## src/rtl/time_display_driver_pkg.sv

```systemverilog
// Shared constants and types for the seconds-of-day display driver.
package time_disp_pkg;

    typedef enum logic [2:0] {
        ST_IDLE,
        ST_SUB_H,
        ST_SUB_M,
        ST_SPLIT,
        ST_COMMIT,
        ST_ERR
    } state_t;

    localparam logic [31:0] SEC_PER_DAY  = 32'd86400;
    localparam logic [16:0] SEC_PER_HOUR = 17'd3600;
    localparam logic [16:0] SEC_PER_MIN  = 17'd60;
    localparam logic [3:0]  DIGIT_DASH   = 4'hF;

    // Active-high segment patterns, bit order {g,f,e,d,c,b,a}
    localparam logic [6:0] SEG_0     = 7'h3F;
    localparam logic [6:0] SEG_1     = 7'h06;
    localparam logic [6:0] SEG_2     = 7'h5B;
    localparam logic [6:0] SEG_3     = 7'h4F;
    localparam logic [6:0] SEG_4     = 7'h66;
    localparam logic [6:0] SEG_5     = 7'h6D;
    localparam logic [6:0] SEG_6     = 7'h7D;
    localparam logic [6:0] SEG_7     = 7'h07;
    localparam logic [6:0] SEG_8     = 7'h7F;
    localparam logic [6:0] SEG_9     = 7'h6F;
    localparam logic [6:0] SEG_DASH  = 7'h40;
    localparam logic [6:0] SEG_BLANK = 7'h00;

endpackage

```

## src/rtl/time_display_driver_if.sv

```systemverilog
// Signal bundle between the timekeeping side and the display driver.
interface time_display_driver_if;
    logic [31:0] time_in;
    logic        blank;
    logic [6:0]  seg;
    logic        dp;
    logic [5:0]  an;
    logic [23:0] digits_bcd;
    logic        busy;
    logic        range_err;

    modport master (
        output time_in, blank,
        input  seg, dp, an, digits_bcd, busy, range_err
    );

    modport slave (
        input  time_in, blank,
        output seg, dp, an, digits_bcd, busy, range_err
    );
endinterface

```

## src/rtl/time_display_driver_seg7_decode.sv

```systemverilog
// BCD digit to active-high 7-segment pattern; 4'hF shows a dash, A-E blank.
module seg7_decode
    import time_disp_pkg::*;
(
    input  logic [3:0] i_digit,
    output logic [6:0] o_seg
);
    always_comb begin
        o_seg = SEG_BLANK;
        case (i_digit)
            4'd0:       o_seg = SEG_0;
            4'd1:       o_seg = SEG_1;
            4'd2:       o_seg = SEG_2;
            4'd3:       o_seg = SEG_3;
            4'd4:       o_seg = SEG_4;
            4'd5:       o_seg = SEG_5;
            4'd6:       o_seg = SEG_6;
            4'd7:       o_seg = SEG_7;
            4'd8:       o_seg = SEG_8;
            4'd9:       o_seg = SEG_9;
            DIGIT_DASH: o_seg = SEG_DASH;
            default:    o_seg = SEG_BLANK;
        endcase
    end
endmodule

```

## src/rtl/time_display_driver.sv

```systemverilog
// Converts seconds-of-day to HH.MM.SS BCD by repeated subtraction and scans
// the six digits onto a multiplexed common-anode 7-segment display.
module time_display_driver
    import time_disp_pkg::*;
#(
    parameter int unsigned REFRESH_DIV = 50000,
    parameter bit          SEG_ACT_LOW = 1'b1
) (
    input  logic                 clk,
    input  logic                 reset,
    time_display_driver_if.slave bus
);
    localparam int CNT_W = (REFRESH_DIV > 1) ? $clog2(REFRESH_DIV) : 1;

    state_t      r_state, w_next;
    logic [31:0] r_last;
    logic [16:0] r_rem;
    logic [4:0]  r_h;
    logic [5:0]  r_m;
    logic [3:0]  r_ht, r_mt, r_st;
    logic [1:0]  r_sel;
    logic [23:0] r_digits;
    logic        r_busy, r_range_err;

    logic        w_change, w_range_bad, w_ge_hour, w_ge_min, w_ge10;
    logic [5:0]  w_split_val;

    assign w_change    = (bus.time_in != r_last);
    assign w_range_bad = (bus.time_in >= SEC_PER_DAY);
    assign w_ge_hour   = (r_rem >= SEC_PER_HOUR);
    assign w_ge_min    = (r_rem >= SEC_PER_MIN);

    // SPLIT walks hours, minutes, seconds in turn; seconds live in r_rem
    always_comb begin
        w_split_val = r_rem[5:0];
        case (r_sel)
            2'd0:    w_split_val = {1'b0, r_h};
            2'd1:    w_split_val = r_m;
            default: w_split_val = r_rem[5:0];
        endcase
    end
    assign w_ge10 = (w_split_val >= 6'd10);

    always_ff @(posedge clk or posedge reset) begin
        if (reset) r_state <= ST_IDLE;
        else       r_state <= w_next;
    end

    always_comb begin
        w_next = r_state;
        case (r_state)
            ST_IDLE:   if (w_change) w_next = w_range_bad ? ST_ERR : ST_SUB_H;
            ST_SUB_H:  if (!w_ge_hour) w_next = ST_SUB_M;
            ST_SUB_M:  if (!w_ge_min) w_next = ST_SPLIT;
            ST_SPLIT:  if (!w_ge10 && r_sel == 2'd2) w_next = ST_COMMIT;
            ST_COMMIT: w_next = ST_IDLE;
            ST_ERR:    w_next = ST_IDLE;
            default:   w_next = ST_IDLE;
        endcase
    end

    always_ff @(posedge clk or posedge reset) begin
        if (reset) begin
            r_last      <= '0;
            r_rem       <= '0;
            r_h         <= '0;
            r_m         <= '0;
            r_ht        <= '0;
            r_mt        <= '0;
            r_st        <= '0;
            r_sel       <= '0;
            r_digits    <= '0;
            r_busy      <= 1'b0;
            r_range_err <= 1'b0;
        end else begin
            case (r_state)
                ST_IDLE: if (w_change) begin
                    r_last <= bus.time_in;
                    r_rem  <= bus.time_in[16:0];
                    r_h    <= '0;
                    r_m    <= '0;
                    r_ht   <= '0;
                    r_mt   <= '0;
                    r_st   <= '0;
                    r_sel  <= '0;
                    r_busy <= 1'b1;
                end
                ST_SUB_H: if (w_ge_hour) begin
                    r_rem <= r_rem - SEC_PER_HOUR;
                    r_h   <= r_h + 5'd1;
                end
                ST_SUB_M: if (w_ge_min) begin
                    r_rem <= r_rem - SEC_PER_MIN;
                    r_m   <= r_m + 6'd1;
                end
                ST_SPLIT: begin
                    if (w_ge10) begin
                        case (r_sel)
                            2'd0: begin r_h <= r_h - 5'd10; r_ht <= r_ht + 4'd1; end
                            2'd1: begin r_m <= r_m - 6'd10; r_mt <= r_mt + 4'd1; end
                            default: begin r_rem <= r_rem - 17'd10; r_st <= r_st + 4'd1; end
                        endcase
                    end else if (r_sel != 2'd2) begin
                        r_sel <= r_sel + 2'd1;
                    end
                end
                ST_COMMIT: begin
                    r_digits    <= {r_ht, r_h[3:0], r_mt, r_m[3:0], r_st, r_rem[3:0]};
                    r_busy      <= 1'b0;
                    r_range_err <= 1'b0;
                end
                ST_ERR: begin
                    r_digits    <= {6{DIGIT_DASH}};
                    r_busy      <= 1'b0;
                    r_range_err <= 1'b1;
                end
                default: ;
            endcase
        end
    end

    logic [CNT_W-1:0] r_cnt;
    logic [2:0]       r_idx;
    logic             w_wrap;
    logic [3:0]       w_digit;
    logic [6:0]       w_seg_hi;
    logic [5:0]       w_an_hi;
    logic             w_dp_hi;
    logic [6:0]       r_seg;
    logic [5:0]       r_an;
    logic             r_dp;

    assign w_wrap = (r_cnt == CNT_W'(REFRESH_DIV - 1));

    always_ff @(posedge clk or posedge reset) begin
        if (reset) begin
            r_cnt <= '0;
            r_idx <= 3'd5;
        end else if (w_wrap) begin
            r_cnt <= '0;
            r_idx <= (r_idx == 3'd0) ? 3'd5 : r_idx - 3'd1;
        end else begin
            r_cnt <= r_cnt + CNT_W'(1);
        end
    end

    assign w_digit = r_digits[{r_idx, 2'b00} +: 4];

    seg7_decode u_dec (
        .i_digit (w_digit),
        .o_seg   (w_seg_hi)
    );

    assign w_an_hi = bus.blank ? 6'b0 : (6'b1 << r_idx);
    // Separator dots after HH and MM blink with the seconds ones digit
    assign w_dp_hi = ((r_idx == 3'd4) || (r_idx == 3'd2)) && !r_digits[0];

    always_ff @(posedge clk or posedge reset) begin
        if (reset) begin
            r_seg <= {7{SEG_ACT_LOW}};
            r_an  <= {6{SEG_ACT_LOW}};
            r_dp  <= SEG_ACT_LOW;
        end else begin
            r_seg <= w_seg_hi ^ {7{SEG_ACT_LOW}};
            r_an  <= w_an_hi ^ {6{SEG_ACT_LOW}};
            r_dp  <= w_dp_hi ^ SEG_ACT_LOW;
        end
    end

    assign bus.seg        = r_seg;
    assign bus.an         = r_an;
    assign bus.dp         = r_dp;
    assign bus.digits_bcd = r_digits;
    assign bus.busy       = r_busy;
    assign bus.range_err  = r_range_err;
endmodule

```

## src/flat_wrapper.sv

```systemverilog
// flat-port wrapper written by rule: the top's interface ports become plain ports
module time_display_driver_flat import time_disp_pkg::*;
#(
    parameter int unsigned REFRESH_DIV = 50000,
    parameter bit          SEG_ACT_LOW = 1'b1
)
  (clk, reset, bus_time_in, bus_blank, bus_seg, bus_dp, bus_an, bus_digits_bcd, bus_busy, bus_range_err);
  time_display_driver_if bus_i ();
  input  logic clk;
  input  logic reset;
  input wire logic [$bits(bus_i.time_in)-1:0] bus_time_in;
  input wire logic [$bits(bus_i.blank)-1:0] bus_blank;
  output wire logic [$bits(bus_i.seg)-1:0] bus_seg;
  output wire logic [$bits(bus_i.dp)-1:0] bus_dp;
  output wire logic [$bits(bus_i.an)-1:0] bus_an;
  output wire logic [$bits(bus_i.digits_bcd)-1:0] bus_digits_bcd;
  output wire logic [$bits(bus_i.busy)-1:0] bus_busy;
  output wire logic [$bits(bus_i.range_err)-1:0] bus_range_err;
  assign bus_i.time_in = bus_time_in;
  assign bus_i.blank = bus_blank;
  assign bus_seg = bus_i.seg;
  assign bus_dp = bus_i.dp;
  assign bus_an = bus_i.an;
  assign bus_digits_bcd = bus_i.digits_bcd;
  assign bus_busy = bus_i.busy;
  assign bus_range_err = bus_i.range_err;
  time_display_driver #(.REFRESH_DIV(REFRESH_DIV), .SEG_ACT_LOW(SEG_ACT_LOW)) u_core (.clk(clk), .reset(reset), .bus(bus_i));
endmodule
```

## config.mk

```make
export PLATFORM = sky130hd
export DESIGN_NAME = time_display_driver_flat
export DESIGN_NICKNAME = d
export VERILOG_FILES = /design/src/rtl/time_display_driver_pkg.sv /design/src/rtl/time_display_driver_if.sv /design/src/rtl/time_display_driver_seg7_decode.sv /design/src/rtl/time_display_driver.sv /design/src/flat_wrapper.sv
export SDC_FILE = /design/constraint.sdc
export NUM_CORES = 1
export LEC_CHECK = 0
export ABC_AREA = 1
export CORE_AREA = 2 2 124 126
export CTS_BUF_LIST = sky130_fd_sc_hd__clkbuf_8
export CTS_CLUSTER_SIZE = 20
export DETAILED_ROUTE_END_ITERATION = 7
export DIE_AREA = 0 0 126 128
export PLACE_DENSITY_LB_ADDON = 0.12
export SYNTH_ARGS = -nofsm -noshare
export SYNTH_HDL_FRONTEND = slang
export SYNTH_SLANG_ARGS = --single-unit
```

## constraint.sdc

```tcl
create_clock -name clk -period 10.7 [get_ports clk]
set_clock_uncertainty 0.2 [all_clocks]
set_input_delay 2.14 -clock clk [delete_from_list [all_inputs] [get_ports clk]]
set_output_delay 2.14 -clock clk [all_outputs]
set_load 0.01 [all_outputs]
```

==> impl_results.md, run 1 <==
- Status: finished clean
- CTS Hold Buffers Added: 0
- Maximum clock frequency: 203 MHz
- EDFF count, synth: 0
- Via count: 7829
- Final period utilization: 0.460
- Area Overhead vs Synth: 14.7%
- Dpl hpwl: 15700 um
- Core Area: 0.0149 mm2
- Final Net Count: 1310
- Port bufs: 74
- DRC Markers: 0
- WL per Instance: 14.7 um
- Most common cell after layout, fill and taps aside: nand2_1
- Fin. Hold Viols: 0
- Adder-cell share of the synthesized area: 0.0448
- Setup bufs post-CTS: 0
- Antenna violations before repair: 0
- Multiplexer area fraction after synthesis: 0
- R2r startpoint: u_core.r_state[0]
- Initial DRC Count: 651
- Worst-margin pin slew: 0.962 ns
- Post-synthesis area per instance: 7.13 um2
- Yosys cell types: 39
- Post-Synth XOR/XNOR Area: 0.0387
- Maximum vdd drop: 0.000132 V
- FP Rows: 45
- Die Wd: 126 um
- # IOs: 75
- Inst Count DP: 1414
- Cell Count, Final, Fillers Out: 1446
- Crit Path Class: in -> reg
- Post-Synth Simple-Gate Area: 0.336
- H-Tree Depth: 4
- Die ar.: 0.0161 mm2
- CP Launch Type: input pin
- Vias in the first global route: 7246
- Largest net degree at the start of global routing: 85
- Setup repair after global routing missed its margin: no
- GRT overflow: 0
- Clk pin slew, worst setup/hold paths: 0.08 ns
- Antenna diode instance count: 0
- Compound-Gate Fraction of Synth Area: 0.0951
- CP endpoint: u_core.r_rem[1]
- Max cap viols: 0
- CP arrival: 5.11 ns
- Share of cells above drive strength 1: 0.0596
- Root Driver: clkbuf_8
- Critical path required time: 10.89 ns
- Design Power: 2.48 mW
- Fillcell total: 1351
- WL final: 21200 um
- DP Area: 0.00925 mm2
- CTS tree: built
- Pre-Repair DR Iteration Count: 5
- Leak: 4.74 nW
- Initial Utilization: 0.564
- Power Density: 259 mW/mm2
- Worst Hold Class: reg -> reg
- Cells after synthesis: 1175
- Register area share after synthesis: 0.409
- Prevailing post-synth register cell: dfrtp_1
- Skew-Pair Late Insertion Delay: 0.45 ns
- Area of the multi-input gates: 0.00431 mm2
- CP Max Fanout: 54
- Setup_tns: 0 ns
- # resized after CTS: 0
- Min cycle time layout: 4.92 ns
- Die height: 128 um
- Non-Filler Cell Area, Final: 0.00961 mm2
- WHS: 0.269 ns
- Clock Path Buffers: 2
- Commonest non-fill, non-tap cells in the layout: 390 x nand2_1, 136 x inv_1, 120 x dfrtp_1
- Slew margin rel.: 0.356
- Reg-to-reg endpoint: u_core.r_m[1]
- Tot GR Track Use: 0.272
- Post-Synthesis Cell Area: 0.00838 mm2
- Worst Setup SP: bus_time_in[11]
- Crit. End Element: flip-flop
- Cells on worst reg2reg path: 7
- #FFs+latches synth: 136
- Synth Warn #: 0
- First-pass GRT wire length: 35400 um
- Slew Limit Fails: 0
- CTS sink count: 136
- Vias per Instance: 5.41
- Largest family of logic cells by synthesized area: simple AND/OR/NAND/NOR gates
- Placer Congestion: 0.942
- Syn nets: 1240
- Async set-or-reset flop fraction in the synthesized netlist: 1.00
- Storage element area: 0.00342 mm2
- R2R setup slack: 7.28 ns
- Routed Antenna Nets: 0
- Final setup fails: 0
- TritonCTS Buffers: 17
cells in the mapped netlist, types with 12 or more instances:
| cell | count | area [um2] |
|---|---|---|
| a21oi_1 | 35 | 175 |
| clkbuf_1 | 12 | 45.0 |
| dfrtp_1 | 120 | 3000 |
| dfstp_2 | 16 | 420 |
| ha_1 | 30 | 375 |
| inv_1 | 134 | 503 |
| nand2_1 | 390 | 1460 |
| nand3_1 | 110 | 551 |
| nand4_1 | 23 | 144 |
| nor2_1 | 100 | 375 |
| o21ai_0 | 91 | 455 |
| xnor2_1 | 27 | 236 |
cells by family (layout without fill, tap and decap cells):
family                   after synthesis  after routing
AO/OA/AOI/OAI                        148            148
XOR/XNOR                              37             37
adder cells (fa/ha/maj)               30             30
buffers and inverters                163            246
flip-flops                           136            136
AND/OR/NAND/NOR                      661            661
power by group:
| group | internal (mW) | switching [mW] | total, mW |
|---|---|---|---|
| registers | 0.702 | 0.185 | 0.887 |
| clock network | 0.178 | 0.206 | 0.384 |
| logic | 0.450 | 0.764 | 1.21 |
layer usage:
metal	global-route usage	routed length [um]
met2	0.442	9890
met5	0	0
met3	0.0409	1070
met4	0.101	584
met1	0.373	9650
through the flow:
step / utilization / setup slack (ns)
2_1_floorplan: - / 4.75
3_3_place_gp: 0.622 / 5.42
3_5_place_dp: 0.622 / 5.35
4_1_cts: 0.646 / 5.82
5_1_grt: 0.646 / 5.45
6_report: 0.646 / 5.78
critical path, cell delays in order:
cell	delay, ns
clkdlybuf4s50_1	0.56
xnor2_1	0.15
nand2_1	0.10
nor2_1	0.10
nand2_1	0.10
nor2_1	0.15
nand2_1	0.33
nand2_2	0.81
nand2_2	0.29
nand2_1	0.23
nand2_1	0.08
nand2_1	0.06
worst min path at each step:
| stage | start | end | slack [ns] | depth (start not counted) |
|---|---|---|---|---|
| detailed placement | u_core.r_cnt[0] | u_core.r_cnt[0] | 0.26 | 1 |
| global route | u_core.r_cnt[0] | u_core.r_cnt[0] | 0.29 | 1 |
| floorplan | u_core.r_cnt[0] | u_core.r_cnt[0] | 0.23 | 1 |
| global placement | u_core.r_cnt[0] | u_core.r_cnt[0] | 0.26 | 1 |
| finish | u_core.r_cnt[0] | u_core.r_cnt[0] | 0.27 | 1 |
| CTS | u_core.r_cnt[0] | u_core.r_cnt[0] | 0.27 | 1 |
flip-flops by register name, indices dropped and copies added, names as in the netlist, 4 cells and up:
signal,count
u_core.r_st,4
u_core.r_ht,4
u_core.r_m,6
u_core.r_mt,4
u_core.r_last,32
u_core.bus.an,6
u_core.r_rem,17
u_core.bus.digits_bcd,24
u_core.r_cnt,16
u_core.bus.seg,7
u_core.r_h,5
layout make-up:
cell class,instances,area share
Clock inverter,12,0.00833
Sequential cell,136,0.356
Clock buffer,20,0.0286
Timing Repair Buffer,78,0.0802
Multi-Input combinational cell,876,0.448
Tap cell,188,0.0245
Inverter,136,0.0537
(Power assumes the default switching activity.)
==> inputs of run 2 (changes only) <==
clock period = 5.07 ns   (was 10.7 ns; I/O delays follow)
==> run 2 against run 1 <==
Effect of this change: clock power rose by 150%; sequential cell count is the same; worst setup slack got worse by 3.8 ns; core utilization is 0.76 points higher; routed wire length rose by 1.3%; non-clock buffer count up 7; register-to-register slack got worse by 5.2 ns; sequential share of layout area down 0.41 points; total power up 120%; highest routed layer unchanged.
==> impl_results.md, run 2 (synthesis results as in run 1) <==
- Fin. Hold Viols: 0
- Die ar.: 0.0161 mm2
- Dpl hpwl: 15800 um
- Biggest register: u_core.r_last
- CTS sink count: 136
- CP Max Fanout: 23
- Sw power: 2.46 mW
- Slew margin rel.: 0.359
- Skew-Pair Late Insertion Delay: 0.46 ns
- Worst-margin pin slew: 0.957 ns
- Via count: 7857
- Min cycle time layout: 3.08 ns
- Most common cell after layout, fill and taps aside: nand2_1
- Routed Antenna Nets: 0
- Die height: 128 um
- Internal Power: 2.96 mW
- Maximum vdd drop: 0.000300 V
- Setup bufs post-CTS: 0
- Inst Count DP: 1421
- Root Driver: clkbuf_8
- FP Rows: 45
- Slew Limit Fails: 0
- Port bufs: 74
- Crit Path Class: in -> reg
- Final period utilization: 0.607
- Initial Utilization: 0.564
- Vias per Instance: 5.41
- Worst Hold Class: reg -> reg
- Antenna diode instance count: 0
- WL per Instance: 14.8 um
- WHS: 0.277 ns
- Leak: 4.80 nW
- TritonCTS Buffers: 17
- Initial DRC Count: 541
- Tot GR Track Use: 0.276
- Clk pwr share: 0.175
- Cell Count, Final, Fillers Out: 1453
- Die Wd: 126 um
- WL final: 21500 um
- CTS tree: built
- Antenna violations before repair: 0
- Pre-Repair DR Iteration Count: 5
- Placer Congestion: 0.904
- Final Net Count: 1317
- Power Density: 557 mW/mm2
- # IOs: 75
- H-Tree Depth: 4
- Gate power share: 0.478
- # resized after CTS: 0
- CP Launch Type: input pin
- Sw Share: 0.454
- Clock Path Buffers: 2
- GRT overflow: 0
- Commonest non-fill, non-tap cells in the layout: 390 x nand2_1, 135 x inv_1, 120 x dfrtp_1
- First-pass GRT wire length: 35900 um
- DRC Markers: 0
- Reg power frac: 0.347
- Max reg flops: 32
- Crit. End Element: flip-flop
- CTS Hold Buffers Added: 0
- Area Overhead vs Synth: 16.0%
- Critical path required time: 5.26 ns
- Share of cells above drive strength 1: 0.0656
- Core Area: 0.0149 mm2
- Status: finished clean
- Maximum clock frequency: 325 MHz
- Setup repair after global routing missed its margin: no
- Clk pin slew, worst setup/hold paths: 0.07 ns
- CP arrival: 3.27 ns
- Fillcell total: 1342
- Vias in the first global route: 7152
- Setup_tns: 0 ns
- Final setup fails: 0
- Max cap viols: 0
- Largest net degree at the start of global routing: 85
[run 2: cell count changes in the layout (fill, tap and decap cells not counted), sizes merged]
cell | previous run | this run
clkbuf | 20 | 19
clkinv | 6 | 5
inv | 140 | 139
bufinv | 0 | 3
buf | 4 | 11
[run 2: critical path, stage by stage]
cell             delay (ns)
clkdlybuf4s50_1        0.57
xnor2_1                0.14
nand2_1                0.11
nor2_1                 0.12
nand2_1                0.06
nor2_1                 0.18
nand2_1                0.11
nand2_2                0.34
nand2_2                0.24
nand2_1                0.22
nand2_1                0.08
nand2_1                0.07
[run 2: power by group through the flow]
stage	Combinational [mW]	Clock (mW)	Sequential, mW
after floorplan	1.79	0	1.81
after global placement	2.52	0	1.88
after detailed placement	2.57	0	1.88
after CTS	2.58	0.964	1.87
after global routing	2.92	1.01	1.93
final	2.59	0.948	1.88
[run 2: through the flow]
stage                      util  instance area (um2)  worst slack, ns  power (mW)
after floorplan               -                 8380            0.243        3.60
after global placement    0.626                 9310             1.66        4.40
after detailed placement  0.626                 9310             1.59        4.46
after CTS                 0.654                 9720             2.06        5.42
after global routing      0.654                 9720             1.86        5.86
final                     0.654                 9720             1.99        5.41
[run 2: layer usage]
metal | track usage | part of all wire | up-vias
met5 | 0 | 0 | -
met2 | 0.435 | 0.46 | 257
met1 | 0.385 | 0.46 | 3653
met3 | 0.0534 | 0.062 | 32
met4 | 0.0905 | 0.021 | 0
li1 | - | - | 3915
[run 2: area by class of cell]
cell class                      count  area, um2  share of cell area
Multi-Input combinational cell    876       4310               0.443
Timing Repair Buffer               85        823              0.0847
Sequential cell                   136       3420               0.352
Clock buffer                       19        262              0.0269
Inverter                          136        515              0.0530
Clock inverter                     13        154              0.0158
Tap cell                          188        235              0.0242
[run 2: final timing paths]
path	start	endpoint	slack [ns]	cells after the start
setup / recovery	bus_time_in[11]	u_core.r_st[3]	1.99	12
hold / removal	u_core.r_cnt[0]	u_core.r_cnt[0]	0.28	1
setup reg to reg	u_core.r_state[0]	u_core.r_h[4]	2.07	9
hold reg to reg	u_core.r_cnt[0]	u_core.r_cnt[0]	0.28	1
max in group asynchronous	reset	u_core.r_idx[0]	2.91	3
min in group asynchronous	reset	u_core.r_last[29]	0.87	2
==> inputs of run 3 (changes only) <==
CORE_AREA = 2 2 128 130   (was 2 2 124 126)
DIE_AREA = 0 0 130 132   (was 0 0 126 128)
clock period = 2.6 ns   (was 5.07 ns; I/O delays follow)
==> run 3 against run 2 <==
Effect of this change: total power grew 98%; worst hold slack worse by 0.0099 ns; critical path depth is 1 lower; highest routed layer unchanged; clock-buffer cell count fell by 1; sequential power is 90% higher; sequential cell count unchanged.
==> impl_results.md, run 3 (synthesis results as in run 1) <==
- Status: finished clean
- Fillcell total: 1405
- Placer Congestion: 0.907
- Worst Hold Class: reg -> reg
- DP Area: 0.00984 mm2
- CP arrival: 2.52 ns
- Biggest register: u_core.r_last
- H-Tree Depth: 4
- Routed Antenna Nets: 0
- Hold path startpoint: u_core.r_cnt[0]
- Cells on worst reg2reg path: 11
- GRT overflow: 0
- WL final: 21600 um
- Largest net degree at the start of global routing: 28
- Tot GR Track Use: 0.264
- TritonCTS Buffers: 17
- Via count: 8033
- Crit. End Element: flip-flop
- FP Rows: 46
- Core Area: 0.0157 mm2
- Slew Limit Fails: 0
- Max reg flops: 32
- First-pass GRT wire length: 36200 um
- Skew-Pair Late Insertion Delay: 0.45 ns
- Port bufs: 74
- CP Max Fanout: 10
- Power Density: 1050 mW/mm2
- R2R setup slack: 0.22 ns
- Root Driver: clkbuf_8
- Vias in the first global route: 7427
- CTS tree: built
- Commonest non-fill, non-tap cells in the layout: 390 x nand2_1, 134 x inv_1, 120 x dfrtp_1
- Share of cells above drive strength 1: 0.109
- Fin. Hold Viols: 0
- Leak: 5.08 nW
- Final setup fails: 0
- WL per Instance: 14.1 um
- Area of the multi-input gates: 0.00432 mm2
- Setup_tns: 0 ns
- Die Wd: 130 um
- # IOs: 75
- Maximum clock frequency: 421 MHz
- Most common cell after layout, fill and taps aside: nand2_1
- Antenna violations before repair: 0
- Die ar.: 0.0172 mm2
- Reg-to-reg endpoint: u_core.r_rem[10]
- Pre-Repair DR Iteration Count: 5
- Non-Filler Cell Area, Final: 0.0102 mm2
- Clock Path Buffers: 2
- R2r startpoint: u_core.r_rem[4]
- Crit Path Class: reg -> reg
- DRC Markers: 0
- Antenna diode instance count: 0
- CTS sink count: 136
- Worst hold endpoint: u_core.r_cnt[0]
- Max cap viols: 0
- Storage element area: 0.00342 mm2
- Initial DRC Count: 610
- Area Overhead vs Synth: 22.3%
- Clk pin slew, worst setup/hold paths: 0.08 ns
- Worst-margin pin slew: 0.635 ns
- CP Launch Type: flip-flop
- Finished Core Util: 0.652
- Vias per Instance: 5.22
- Critical path required time: 2.74 ns
- Setup repair after global routing missed its margin: no
- Slew margin rel.: 0.576
- Hold Crit Depth: 1
- Dpl hpwl: 16600 um
- Final Net Count: 1374
- Initial Utilization: 0.533
- Maximum vdd drop: 0.000493 V
- Setup bufs post-CTS: 0
- Min cycle time layout: 2.38 ns
- Final period utilization: 0.914
- Die height: 132 um
-- run 3: cell count changes in the layout (fill, tap and decap cells not counted), sizes merged --
cell,before,now
buf,11,68
clkinv,5,8
inv,139,137
bufinv,3,2
clkbuf,19,18
clkinvlp,2,3
-- run 3: per-layer routing --
| layer | GRT usage | share of wire |
|---|---|---|
| met5 | 0 | 0 |
| met4 | 0.0812 | 0.020 |
| met3 | 0.0402 | 0.050 |
| met2 | 0.422 | 0.46 |
| met1 | 0.369 | 0.47 |
-- run 3: how the worst max path moves through the flow --
stage / from / to / slack [ns] / depth (start not counted)
final: u_core.r_rem[4] / u_core.r_rem[10] / 0.22 / 11
after global routing: u_core.r_sel[0] / u_core.r_m[3] / 0.09 / 12
after CTS: u_core.r_sel[1] / u_core.r_rem[8] / 0.04 / 11
after detailed placement: bus_time_in[13] / u_core.r_rem[8] / -0.22 / 13
after global placement: bus_time_in[13] / u_core.r_rem[11] / -0.15 / 13
after floorplan: reset / u_core.bus.busy / 0.20 / 1
-- run 3: critical path: stages (launching register included) --
cell and delay, ns:
dfrtp_1 0.56, inv_1 0.14, buf_4 0.18, ha_1 0.25, nand2_1 0.08, nand2_1 0.06
nor2_1 0.27, nand2_1 0.12, o21ai_0 0.16, nand4_1 0.11, nand2_1 0.09, nand2_1 0.04
-- run 3: final cells by class --
type | count | area share
timing repair buffer | 142 | 0.129
inverter | 136 | 0.0502
sequential | 136 | 0.334
clock inverter | 14 | 0.0147
multi-input combinational | 876 | 0.421
clock buffer | 18 | 0.0242
tap | 216 | 0.0264
-- run 3: per-stage QoR --
stage	setup slack (ns)	total power [mW]	hold slack [ns]	std cells
finish	0.224	10.7	0.267	1538
global route	0.0893	11.6	0.301	1538
detailed placement	-0.220	8.90	0.260	1506
global placement	-0.149	8.79	0.252	1506
floorplan	0.200	7.02	0.232	1175
CTS	0.0373	10.7	0.272	1538
-- run 3: timing repair --
action | in CTS | in global routing
resized for setup | 0 | 3
hold buffers | 0 | 0
setup endpoints to repair | 0 | 12
-- run 3: power by group --
part | switching, mW | internal [mW] | leakage (nW)
Clock | 0.889 | 0.882 | 0.201
Sequential | 0.682 | 2.89 | 1.66
Combinational | 3.29 | 2.09 | 3.22
==> RTL change: new RTL, config.mk and constraints of run 3 <==
`SEG_ACT_LOW` is set to 1'b1 in 2 places; all go to 1'b0.
--- a/src/rtl/time_display_driver.sv
+++ b/src/rtl/time_display_driver.sv
@@ -4,7 +4,7 @@
     import time_disp_pkg::*;
 #(
     parameter int unsigned REFRESH_DIV = 50000,
-    parameter bit          SEG_ACT_LOW = 1'b1
+    parameter bit          SEG_ACT_LOW = 1'b0
 ) (
     input  logic                 clk,
     input  logic                 reset,
--- a/src/flat_wrapper.sv
+++ b/src/flat_wrapper.sv
@@ -2,7 +2,7 @@
 module time_display_driver_flat import time_disp_pkg::*;
 #(
     parameter int unsigned REFRESH_DIV = 50000,
-    parameter bit          SEG_ACT_LOW = 1'b1
+    parameter bit          SEG_ACT_LOW = 1'b0
 )
   (clk, reset, bus_time_in, bus_blank, bus_seg, bus_dp, bus_an, bus_digits_bcd, bus_busy, bus_range_err);
   time_display_driver_if bus_i ();
Check against the original RTL: not equivalent (a bounded check fails within 4 cycles, from zero or initial values and one cycle with reset high).
==> RTL change against run 3 <==
- critical path depth fell by 3
- routed wire length fell by 1.4%
- largest power group unchanged
- synthesized area barely moved
- highest routed layer unchanged
- cell area fell by 2.8%
- cell count fell by 2.7%
- worst setup slack improved by 0.047 ns
- synthesized cell count fell by 0.68%
- global-route usage fell by 0.17 points
- sequential cell count did not move
- total power fell by 2.9%
==> RTL change: results (changes against run 3) <==
* Status: completed (unchanged)
* Fillers at 1412 (was 1405)
* Cell Area, Placed at 9560 um^2 (was 9840 um^2)
* Fmax at 429 MHz (was 421 MHz)
* Post-Syn Area per Cell at 7.18 um^2 (was 7.13 um^2)
* Routed len/inst at 14.3 um (was 14.1 um)
* Area contributors post-synth: dfrtp_1 40%, nand2_1 17%, inv_1 5.8% (was dfrtp_1 36%, nand2_1 17%, nand3_1 6.6%)
* Placer Congestion at 0.971 (was 0.907)
* RR Startpoint: u_core.r_state[0] (was u_core.r_rem[4])
* Met3 routed WL at 1280 um (was 1080 um)
* Post-Synth Adder-Cell Area at 0.0463 (was 0.0448)
* Met2 WL at 9720 um (was 9990 um)
* Cell area power density at 1040 nW/um^2 (was 1050 nW/um^2)
* Peak supply drop at 519 uV (was 493 uV)
* Largest net degree at the start of global routing at 99 (was 28)
* Non-CTS inverters at 140 (was 136)
* CP Depth at 8 (was 11)
* Synth cell types at 41 (was 39)
* Clk tree area frac at 0.0394 (was 0.0388)
* Synth Net Count at 1233 (was 1240)
* Seq/Total Area, Yosys at 0.406 (was 0.409)
* Sw Ratio at 0.454 (was 0.453)
* Fraction of area in multi-input gates at 0.434 (was 0.421)
* Lkg Pwr at 4.94 nW (was 5.08 nW)
* Signal buffers share of area at 0.104 (was 0.129)
* Worst setup endpoint: u_core.r_rem[8] (was u_core.r_rem[10])
* Register area at 3410 um^2 (was 3420 um^2)
* Reg2reg end: u_core.r_rem[8] (was u_core.r_rem[10])
* HPWL Detailed at 16000 um (was 16600 um)
* First-pass GRT wire length at 35900 um (was 36200 um)
-- RTL change: cell types whose count changed after synthesis, moves of 3 or more --
cell	change
a22oi_1	+5
dfrtp_1	+14
dfstp_2	-14
inv_1	-4
inv_2	+8
nand2_1	-18
nand3_1	-13
nand4_1	+4
nor2_1	+4
nor2_2	+4
nor2_4	-3
o21ai_0	-5
-- RTL change: how the worst min path moves through the flow --
stage / start / end / slack [ns] / cells after the start
5_1_grt: u_core.r_cnt[0] / u_core.r_cnt[0] / 0.30 / 1
6_report: u_core.r_cnt[0] / u_core.r_cnt[0] / 0.27 / 1
3_5_place_dp: u_core.r_cnt[0] / u_core.r_cnt[0] / 0.27 / 1
3_3_place_gp: u_core.r_cnt[0] / u_core.r_cnt[0] / 0.26 / 1
4_1_cts: u_core.r_cnt[0] / u_core.r_cnt[0] / 0.28 / 1
2_1_floorplan: u_core.r_cnt[0] / u_core.r_cnt[0] / 0.23 / 1
